`src/rtl/mmm_ctrl_pkg.sv`:
```
// rtl/mmm_ctrl_pkg.sv - shared types and helpers for the MMM share arbiter
//
// Purpose: state enum for the arbiter/sequencer FSM and the step-counter
//          width helper.
// Ports:   none (package).
package mmm_ctrl_pkg;

  typedef enum logic [1:0] {
    S_IDLE    = 2'd0,
    S_LOAD    = 2'd1,
    S_RUN     = 2'd2,
    S_CAPTURE = 2'd3
  } mmm_arb_state_t;

  // Bits needed to count 0..width inclusive.
  function automatic int cnt_width(input int width);
    return (width < 1) ? 1 : $clog2(width + 1);
  endfunction

endpackage

```
`src/rtl/mmm_share_arbiter_rr_pick.sv`:
```
// rtl/mmm_share_arbiter_rr_pick.sv - combinational round-robin winner select
//
// Purpose: picks the lowest requesting index at or above ptr, wrapping.
// Ports:   req     - request vector
//          ptr     - index where the search starts
//          valid   - at least one request is pending
//          win     - one-hot winner
//          win_idx - binary index of the winner
module rr_pick #(
  parameter int NREQ = 2,
  parameter int SW   = $clog2(NREQ)
) (
  input  logic [NREQ-1:0] req,
  input  logic [SW-1:0]   ptr,
  output logic            valid,
  output logic [NREQ-1:0] win,
  output logic [SW-1:0]   win_idx
);

  int          j;
  logic [SW-1:0] idx;

  always_comb begin
    valid   = 1'b0;
    win     = '0;
    win_idx = '0;
    j       = 0;
    idx     = '0;
    // Walk NREQ slots starting at ptr; first hit wins.
    for (int k = 0; k < NREQ; k++) begin
      j = int'(ptr) + k;
      if (j >= NREQ) j = j - NREQ;
      idx = SW'(j);
      if (!valid && req[idx]) begin
        valid    = 1'b1;
        win[idx] = 1'b1;
        win_idx  = idx;
      end
    end
  end

endmodule

```
`src/rtl/mmm_share_arbiter.sv`:
```
// rtl/mmm_share_arbiter.sv - round-robin sharing of one bit-serial MMM core
//
// Purpose: grants the MMM core to one requester, sequences LOAD, the
//          WIDTH+1-step RUN and CAPTURE, then pulses done to the owner.
// Ports:   clk     - rising-edge clock
//          rst     - asynchronous active-high reset
//          ena     - clock enable, all state holds when low
//          req     - level request per requester
//          grant   - one-hot current owner, 0 when idle
//          sel     - binary index of the owner, 0 when idle
//          rst_mmm - active-low MMM clear
//          ld_a    - operand-load strobe (first granted cycle)
//          ld_r    - result-capture strobe
//          done    - one-cycle pulse to the owner at capture
//          busy    - FSM not idle
module mmm_share_arbiter
  import mmm_ctrl_pkg::*;
#(
  parameter int WIDTH = 8,
  parameter int NREQ  = 2
) (
  input  logic                    clk,
  input  logic                    rst,
  input  logic                    ena,
  input  logic [NREQ-1:0]         req,
  output logic [NREQ-1:0]         grant,
  output logic [$clog2(NREQ)-1:0] sel,
  output logic                    rst_mmm,
  output logic                    ld_a,
  output logic                    ld_r,
  output logic [NREQ-1:0]         done,
  output logic                    busy
);

  localparam int SW = $clog2(NREQ);
  localparam int CW = cnt_width(WIDTH);

  mmm_arb_state_t  state;
  logic [CW-1:0]   cnt;
  logic [SW-1:0]   ptr;

  logic            pick_valid;
  logic [NREQ-1:0] pick_win;
  logic [SW-1:0]   pick_idx;

  rr_pick #(
    .NREQ (NREQ),
    .SW   (SW)
  ) u_pick (
    .req     (req),
    .ptr     (ptr),
    .valid   (pick_valid),
    .win     (pick_win),
    .win_idx (pick_idx)
  );

  assign busy = (state != S_IDLE);

  // Outputs are registered alongside the state so they always reflect the
  // state being entered; ena low freezes everything including the strobes.
  always_ff @(posedge clk or posedge rst) begin
    if (rst) begin
      state   <= S_IDLE;
      cnt     <= '0;
      ptr     <= '0;
      grant   <= '0;
      sel     <= '0;
      rst_mmm <= 1'b0;
      ld_a    <= 1'b0;
      ld_r    <= 1'b0;
      done    <= '0;
    end else if (ena) begin
      case (state)
        S_IDLE: begin
          rst_mmm <= 1'b0;
          ld_a    <= 1'b0;
          ld_r    <= 1'b0;
          done    <= '0;
          if (pick_valid) begin
            state   <= S_LOAD;
            grant   <= pick_win;
            sel     <= pick_idx;
            rst_mmm <= 1'b1;
            ld_a    <= 1'b1;
          end
        end
        S_LOAD: begin
          cnt   <= '0;
          ld_a  <= 1'b0;
          state <= S_RUN;
        end
        S_RUN: begin
          // Counter stops at WIDTH so it never wraps.
          if (cnt == CW'(WIDTH)) begin
            state <= S_CAPTURE;
            ld_r  <= 1'b1;
            done  <= grant;
          end else begin
            cnt <= cnt + CW'(1);
          end
        end
        S_CAPTURE: begin
          state   <= S_IDLE;
          ptr     <= (sel == SW'(NREQ - 1)) ? '0 : sel + SW'(1);
          cnt     <= '0;
          grant   <= '0;
          sel     <= '0;
          rst_mmm <= 1'b0;
          ld_r    <= 1'b0;
          done    <= '0;
        end
      endcase
    end
  end

endmodule

```
`config.mk`:
```
export PLATFORM = sky130hd
export DESIGN_NAME = mmm_share_arbiter
export DESIGN_NICKNAME = d
export VERILOG_FILES = /design/src/rtl/mmm_ctrl_pkg.sv /design/src/rtl/mmm_share_arbiter_rr_pick.sv /design/src/rtl/mmm_share_arbiter.sv
export SDC_FILE = /design/constraint.sdc
export NUM_CORES = 1
export LEC_CHECK = 0
export ABC_CLOCK_PERIOD_IN_PS = 2240
export BUFFER_PORTS_ARGS = -buffer_cell sky130_fd_sc_hd__buf_2
export CAP_MARGIN = 25
export CORE_MARGIN = 4
export CORE_UTILIZATION = 45
export CTS_CLUSTER_SIZE = 14
export DETAILED_ROUTE_END_ITERATION = 8
export PLACE_DENSITY = 0.66
export SLEW_MARGIN = 10
export SYNTH_ARGS = -nofsm -noshare
export SYNTH_HDL_FRONTEND = slang
export SYNTH_SLANG_ARGS = --single-unit
export TNS_END_PERCENT = 10
```
`constraint.sdc`:
```
create_clock -name clk -period 2.24 [get_ports clk]
set_input_delay 0.224 -clock clk [delete_from_list [all_inputs] [get_ports clk]]
set_output_delay 0.224 -clock clk [all_outputs]
set_load 0.02 [all_outputs]
```
==> metrics.md, run 1 <==
| Metric | Value |
|---|---|
| Pleak | `0.000488 uW` |
| FFs w/ async S/R, synth | `100%` |
| Share of cells above drive strength 1 | `19.2%` |
| GP Congestion | `0.877` |
| YS warnings | `0` |
| Initial Utilization | `49.9%` |
| Slew @ Worst Pin | `568 ps` |
| Switch share | `46.1%` |
| Mean Syn Cell Area | `9.98 um2` |
| Min-Delay Path Class | `in -> async` |
| Ranking of synthesized cells by area | `dfrtp_1 42%, ha_1 9.7%, inv_1 5.0%` |
| WS Path Type | `reg -> reg` |
| DR top layer | `met4` |
| DR WL met2 | `745 um` |
| Mapped Cells | `90` |
| Seq/Total Area, Yosys | `41.8%` |
| Worst Path Required | `2460 ps` |
| Minimum clock period | `1820 ps` |
| Initial antenna violation count | `0` |
| First-pass GRT wire length | `3030 um` |
| Buffer count from post-CTS setup fixing | `0` |
| Vias in the first global route | `658` |
| Clock share of power | `11.2%` |
| Run status | `finished with violations` |
| Crit path arrival time | `2040 ps` |
| Hold WS | `-19.1 ps` |
| CTS tree | `done` |
| Internal power | `733 uW` |
| Syn nets | `102` |
| Via density | `5.50` |
| Hold Buf Count CTS | `0` |
| Max Clock Skew | `7.86 ps` |
| R2R Setup Slk | `420 ps` |
| M1 wire length | `922 um` |
| Final Cycle Share | `81.4%` |
| CTS clk-pin slew, worst paths | `90 ps` |
| Pre-CTS setup slack | `458 ps` |
| Top delay family on crit path | `compound AO/OA/AOI/OAI gates` |
| Clk_lat worst skew | `280 ps` |
| Synth area leader | `dfrtp_1` |
| Crit path cell chain | `inv_1 > ha_1 > inv_1 > o41ai_1 > a22o_1` |
| Full die area | `2780 um2` |
| Cell mode on critical path | `inv_1` |
| FF+latch count, synth | `15` |
| Slew Viols, Final | `0` |
| P&R area growth vs syn | `12.0%` |
| Clock sink count | `15` |
| CP peak stage delay | `450 ps` |
| Total power | `1360 uW` |
| Setup crit end kind | `flop` |
| Post-synth top area share | `41.8%` |
| CP startpoint kind | `flop` |
| Logic gate share of total power | `54.0%` |
| Switch Pwr | `627 uW` |
| Maxcap violations | `0` |
| DP HPWL | `1360 um` |
| Drt pass-1 iters | `4` |
| Routed wire per std cell | `13.7 um` |
| Max FO, Critical Path | `12` |
| Finish-stage setup viols | `0` |
| Setup TNS | `0 ps` |
| Worst path slowest cell | `ha_1` |
| Highest Clock Rate | `548 MHz` |
| Final WL | `1760 um` |
| Final hold vios | `15` |
| Post-DRT Antenna Nets | `0` |
| Synth Flop Type | `dfrtp_1` |
| Most common cell in the netlist | `dfrtp_1` |
| Nets | `117` |
| IO Port Bufs | `13` |
| Slew headroom | `62.1%` |
| Sequential power share | `34.8%` |
| Clock Tree Root | `clkbuf_4` |
| Placeable Area | `1800 um2` |
| Post-synth EDFFs | `0` |
| First DRT Iteration DRCs | `9` |
| Post-Syn Area | `898 um2` |
| Row count | `15` |
| Maximum VDD drop | `0.830 mV` |
| Unrepaired setup endpoints after global routing | `no` |
| Die H | `52.7 um` |
| Distinct cells, synth | `33` |
| Post_cts resized | `0` |
| Largest net degree at the start of global routing | `16` |
| Final setup margin | `416 ps` |
| Wire length on met3 | `63 um` |
| Commonest cells in the synthesized netlist | `15 x dfrtp_1, 12 x inv_1, 7 x ha_1` |
| GRT Resource Usage Total | `14.9%` |
| Pwr dens | `1350 nW/um2` |
| Vias | `709` |
| Remaining global-route overflow | `0` |
| # diodes | `0` |
| Num CTS Buffers | `3` |
| WP buf/inv | `2` |
| Failing checks | `negative hold slack` |
| Io pins | `14` |
| Post-route DRC | `0` |
| CTS Buffer Depth | `2` |
| H-tree levels | `1` |
| Die Wd | `52.7 um` |
[power groups by stage]
stage	Combinational, uW	Sequential [uW]	Clock (uW)
floorplan	487	539	0
global placement	727	477	0
detailed placement	735	480	0
CTS	738	474	159
global route	820	490	173
finish	735	473	152
[stage by stage]
stage	area [um2]	utilization, %	cells
after floorplan	898	-	90
after global placement	980	54.4	125
after detailed placement	980	54.4	125
after CTS	1010	55.8	129
after global routing	1010	55.8	129
final	1010	55.8	129
[worst paths after layout]
path | startpoint | end | cells past startpoint
worst max-delay path | state[0] | done[1] | 5
worst min-delay path | rst | ld_a | 2
worst max register to register | state[0] | done[1] | 5
worst min register to register | ld_a | ld_a | 2
max in group asynchronous | rst | cnt[0] | 2
min in group clk | req[0] | grant[0] | 3
[final cells by class]
cell class	count	area, um2
clock buffer	4	26.3
fill	175	796
inverter	13	48.8
multi-input combinational	59	459
sequential	15	375
tap	25	31.3
timing repair buffer	13	65.1
[cell families after synthesis]
group / synth area share [%]
compound gates: 24.5
fa+ha+maj: 9.75
buf+inv: 7.10
flops: 41.8
mux: 1.25
simple gates: 15.6
[routing by layer]
metal / global-route usage, % / vias up
met2: 20.7 / 19
met4: 5.11 / 0
li1: - / 357
met5: 0 / -
met1: 22.4 / 328
met3: 3.42 / 5
[state kept, by name, summed over array words and instances (netlist names)]
register / flops
grant: 2
ld_a: 1
cnt: 4
state: 2
ptr: 1
ld_r: 1
done: 2
rst_mmm: 1
sel: 1
[layout by cell type (no fill, tap or decap), types with 2 or more instances in the layout]
cell type  count
inv_1         12
dfrtp_1       15
a22o_1         2
o31ai_1        4
clkbuf_4       3
o21ai_0        6
nand2b_1       3
o41ai_1        2
nand2_1        6
buf_2         13
nand4_1        2
nor2_1         2
a21oi_1        2
ha_1           7
nand3_1        4
and3b_1        2
Power figures use the tool's default switching activity.
==> run 2, diff against run 1 <==
--- a/config.mk
+++ b/config.mk
@@ -5,7 +5,8 @@
 export SDC_FILE = /design/constraint.sdc
 export NUM_CORES = 1
 export LEC_CHECK = 0
-export ABC_CLOCK_PERIOD_IN_PS = 2240
+export ABC_AREA = 1
+export ABC_CLOCK_PERIOD_IN_PS = 1750
 export BUFFER_PORTS_ARGS = -buffer_cell sky130_fd_sc_hd__buf_2
 export CAP_MARGIN = 25
 export CORE_MARGIN = 4
==> constraint.sdc (replaced) <==
create_clock -name clk -period 1.75 [get_ports clk]
set_input_delay 0.175 -clock clk [delete_from_list [all_inputs] [get_ports clk]]
set_output_delay 0.175 -clock clk [all_outputs]
set_load 0.02 [all_outputs]
==> metrics.md, run 2 <==
| Metric | Value |
|---|---|
| Post-synthesis simple-gate area fraction | `27.3% (+12 points)` |
| CTS tree | `done` |
| Cell mode on critical path | `inv_1` |
| P&R area growth vs syn | `15.3%` |
| Placeable Area | `1780 um2 (-1.0%)` |
| Largest net degree at the start of global routing | `16 (unchanged)` |
| Slew headroom | `62.9% (+0.80 points)` |
| GP Congestion | `0.788 (-10%)` |
| DP HPWL | `1240 um (-8.9%)` |
| Grt met1 use | `20.2% (-2.2 points)` |
| Post_cts resized | `0 (unchanged)` |
| Max Clock Skew | `6.16 ps (-1.70 ps)` |
| Run status | `completed` |
| CP peak stage delay | `420 ps (-30 ps)` |
| Internal power | `905 uW (+23%)` |
| Dpl cell area | `966 um2 (-1.4%)` |
| CP startpoint kind | `flop` |
| Synth Flop Type | `dfrtp_1` |
| Synth Area in XOR/XNOR | `2.01% (+2.0 points)` |
| Clock Tree Root | `clkbuf_4` |
| Io pins | `14 (unchanged)` |
| Most common cell in the netlist | `nand2_1` |
| WS Path Type | `reg -> out` |
| Initial Utilization | `48.8% (-1.1 points)` |
| Switch Pwr | `815 uW (+30%)` |
| Main combinational cell family by area after synthesis | `simple AND/OR/NAND/NOR gates` |
| Worst path slowest cell | `dfrtp_1` |
| Post-synth EDFFs | `0 (unchanged)` |
| Sequential power share | `34.5% (-0.3 points)` |
| Drt pass-1 iters | `4 (unchanged)` |
| Crit path arrival time | `1310 ps (-730 ps)` |
| Fin util | `56.2% (+0.38 points)` |
| Post-Syn Area | `870 um2 (-3.2%)` |
| Clk_lat worst skew | `290 ps (about the same)` |
| Switch share | `47.4% (+1.3 points)` |
| Routed wire per std cell | `10.5 um (-23%)` |
| Ranking of synthesized cells by area | `dfrtp_1 43%, nand2_1 14%, ha_1 10%` |
| # diodes | `0 (unchanged)` |
| Clock share of power | `11.9% (+0.7 points)` |
| Most frequent cells in the layout | `32 x nand2_1, 15 x dfrtp_1, 14 x inv_1, 13 x buf_2, 9 x o21ai_1` |
| CTS Buffer Depth | `2 (unchanged)` |
| Post-synthesis compound-gate area fraction | `10.1% (-14 points)` |
| Synth Area in Adders | `10.1% (+0.32 points)` |
| Largest Register | `cnt` |
| Final Cycle Share | `85.1%` |
| Highest Clock Rate | `671 MHz` |
| Cell area after layout | `1000 um2 (-0.37%)` |
| Initial antenna violation count | `0 (unchanged)` |
| Slew Viols, Final | `0 (unchanged)` |
| Commonest non-fill, non-tap cell in the layout | `nand2_1` |
| Minimum clock period | `1490 ps` |
| Hold Buf Count CTS | `1 (+1)` |
| Die H | `52.0 um (-1.4%)` |
| Clock sink count | `15 (unchanged)` |
| Min-Delay Path Class | `in -> reg` |
| GRT Resource Usage Total | `14.0% (-0.95 points)` |
| Via density | `4.73 (-14%)` |
| Pre-CTS setup slack | `379 ps (-78.8 ps)` |
| Num CTS Buffers | `3 (unchanged)` |
| Slew @ Worst Pin | `556 ps (-12.1 ps)` |
| Mean Syn Cell Area | `8.20 um2 (-18%)` |
| Logic gate share of total power | `53.6% (-0.4 points)` |
| Nets | `137 (+17%)` |
| Distinct cells, synth | `21 (-36%)` |
| Unrepaired setup endpoints after global routing | `no` |
| H-tree levels | `1 (unchanged)` |
| Global route hottest layer | `met1` |
| Maxcap violations | `0 (unchanged)` |
| Final WL | `1560 um (-12%)` |
| Pleak | `0.000526 uW (+7.6%)` |
| Maximum VDD drop | `0.844 mV (+1.6%)` |
| Full die area | `2700 um2 (-2.7%)` |
| Worst Path Required | `1570 ps (-890 ps)` |
| Final setup margin | `261 ps (-155 ps)` |
| Setup TNS | `0 ps (unchanged)` |
| Post-DRT Antenna Nets | `0 (unchanged)` |
| First DRT Iteration DRCs | `21 (+12)` |
| Final hold vios | `0 (-15)` |
| Hold WS | `178 ps (+197 ps)` |
| YS warnings | `0 (unchanged)` |
| CTS clk-pin slew, worst paths | `90 ps (about the same)` |
| Met3 Use GR | `2.58% (-0.84 points)` |
| Synth area leader | `dfrtp_1` |
| Post-synthesis mux area share | `0% (-1.3 points)` |
| First-pass GRT wire length | `2880 um (-5.0%)` |
| Met2 usage | `19.9% (-0.79 points)` |
| Mapped Cells | `106 (+18%)` |
| Vias in the first global route | `697 (+5.9%)` |
| Row count | `15 (unchanged)` |
| Pwr dens | `1720 nW/um2 (+27%)` |
| Seq/Total Area, Yosys | `43.2% (+1.4 points)` |
| IO Port Bufs | `13 (unchanged)` |
| Vias | `705 (-0.56%)` |
| Share of cells above drive strength 1 | `22.6% (+3.3 points)` |
| Post-synth top area share | `43.2% (+1.4 points)` |
| FFs w/ async S/R, synth | `100% (unchanged)` |
| Syn nets | `118 (+16%)` |
| Die Wd | `52.0 um (-1.4%)` |
| Buffer count from post-CTS setup fixing | `0 (unchanged)` |
| Largest register FFs | `4 (unchanged)` |
| Remaining global-route overflow | `0 (unchanged)` |
| Setup crit end kind | `primary output` |
| Post-route DRC | `0 (unchanged)` |
| Commonest cells in the synthesized netlist | `32 x nand2_1, 15 x dfrtp_1, 14 x inv_1` |
| Max FO, Critical Path | `4 (-8)` |
| Crit path cell chain | `inv_1 > ha_1 > inv_1 > buf_2` |
| FF+latch count, synth | `15 (unchanged)` |
| Top delay family on crit path | `flip-flops` |
| WP buf/inv | `3 (+1)` |
| Finish-stage setup viols | `0 (unchanged)` |
-- run 2: changes by cell type after synthesis, moves of 3 or more --
cell      before  now
o31ai_1        4    0
o21ai_1        1    9
nand2b_1       3    0
nand2_1        6   32
a21oi_2        0    3
buf_2          3    0
o21ai_0        6    1
-- run 2: layout make-up --
cell class / count / area [um2]
Fill cell: 162 / 781
Multi-Input combinational cell: 74 / 430
Sequential cell: 15 / 375
Timing Repair Buffer: 14 / 75.1
Inverter: 17 / 63.8
Tap cell: 25 / 31.3
Clock buffer: 4 / 26.3
-- run 2: kinds of logic (layout without fill, tap and decap cells) --
kind of cell,Yosys count,count (layout)
compound gates,15,15
fa+ha+maj,7,7
xor+xnor,2,2
buf+inv,17,35
flops,15,15
simple gates,50,50
-- run 2: path summary, 6_finish.rpt --
kind | end | slack, ps | startpoint | cells past startpoint
hold reg to reg | rst_mmm | 490 | rst_mmm | 2
min in group asynchronous | grant[1] | 470 | rst | 3
hold / removal | ptr | 180 | ena | 2
setup reg to reg | cnt[1] | 370 | state[0] | 7
max in group asynchronous | state[0] | 910 | rst | 3
setup / recovery | busy | 260 | state[0] | 4
-- run 2: per-stage QoR --
stage                     std cells  total power (uW)
after global routing            149              1900
final                           149              1720
after CTS                       149              1730
after detailed placement        144              1530
after global placement          144              1520
after floorplan                 106              1300
-- run 2: layer usage --
metal,routed length (um),up-vias
met1,813,314
met5,0,-
met2,632,16
li1,-,370
met3,73,5
met4,41,0
-- run 2: power groups by stage --
stage          clock network (uW)  logic [uW]  registers (uW)
2_1_floorplan                   0         614             683
3_3_place_gp                    0         921             595
3_5_place_dp                    0         929             601
4_1_cts                       206         932             594
5_1_grt                       218        1060             618
6_report                      204         922             593
-- run 2: worst register-to-register path: cells and delay by family (launching register included) --
family	cells	cell delay [ps]
adders and majority gates	1	270
buffers and inverters	2	210
and+or+nand+nor	3	310
AOI/OAI and AO/OA	1	60
DFF	1	420
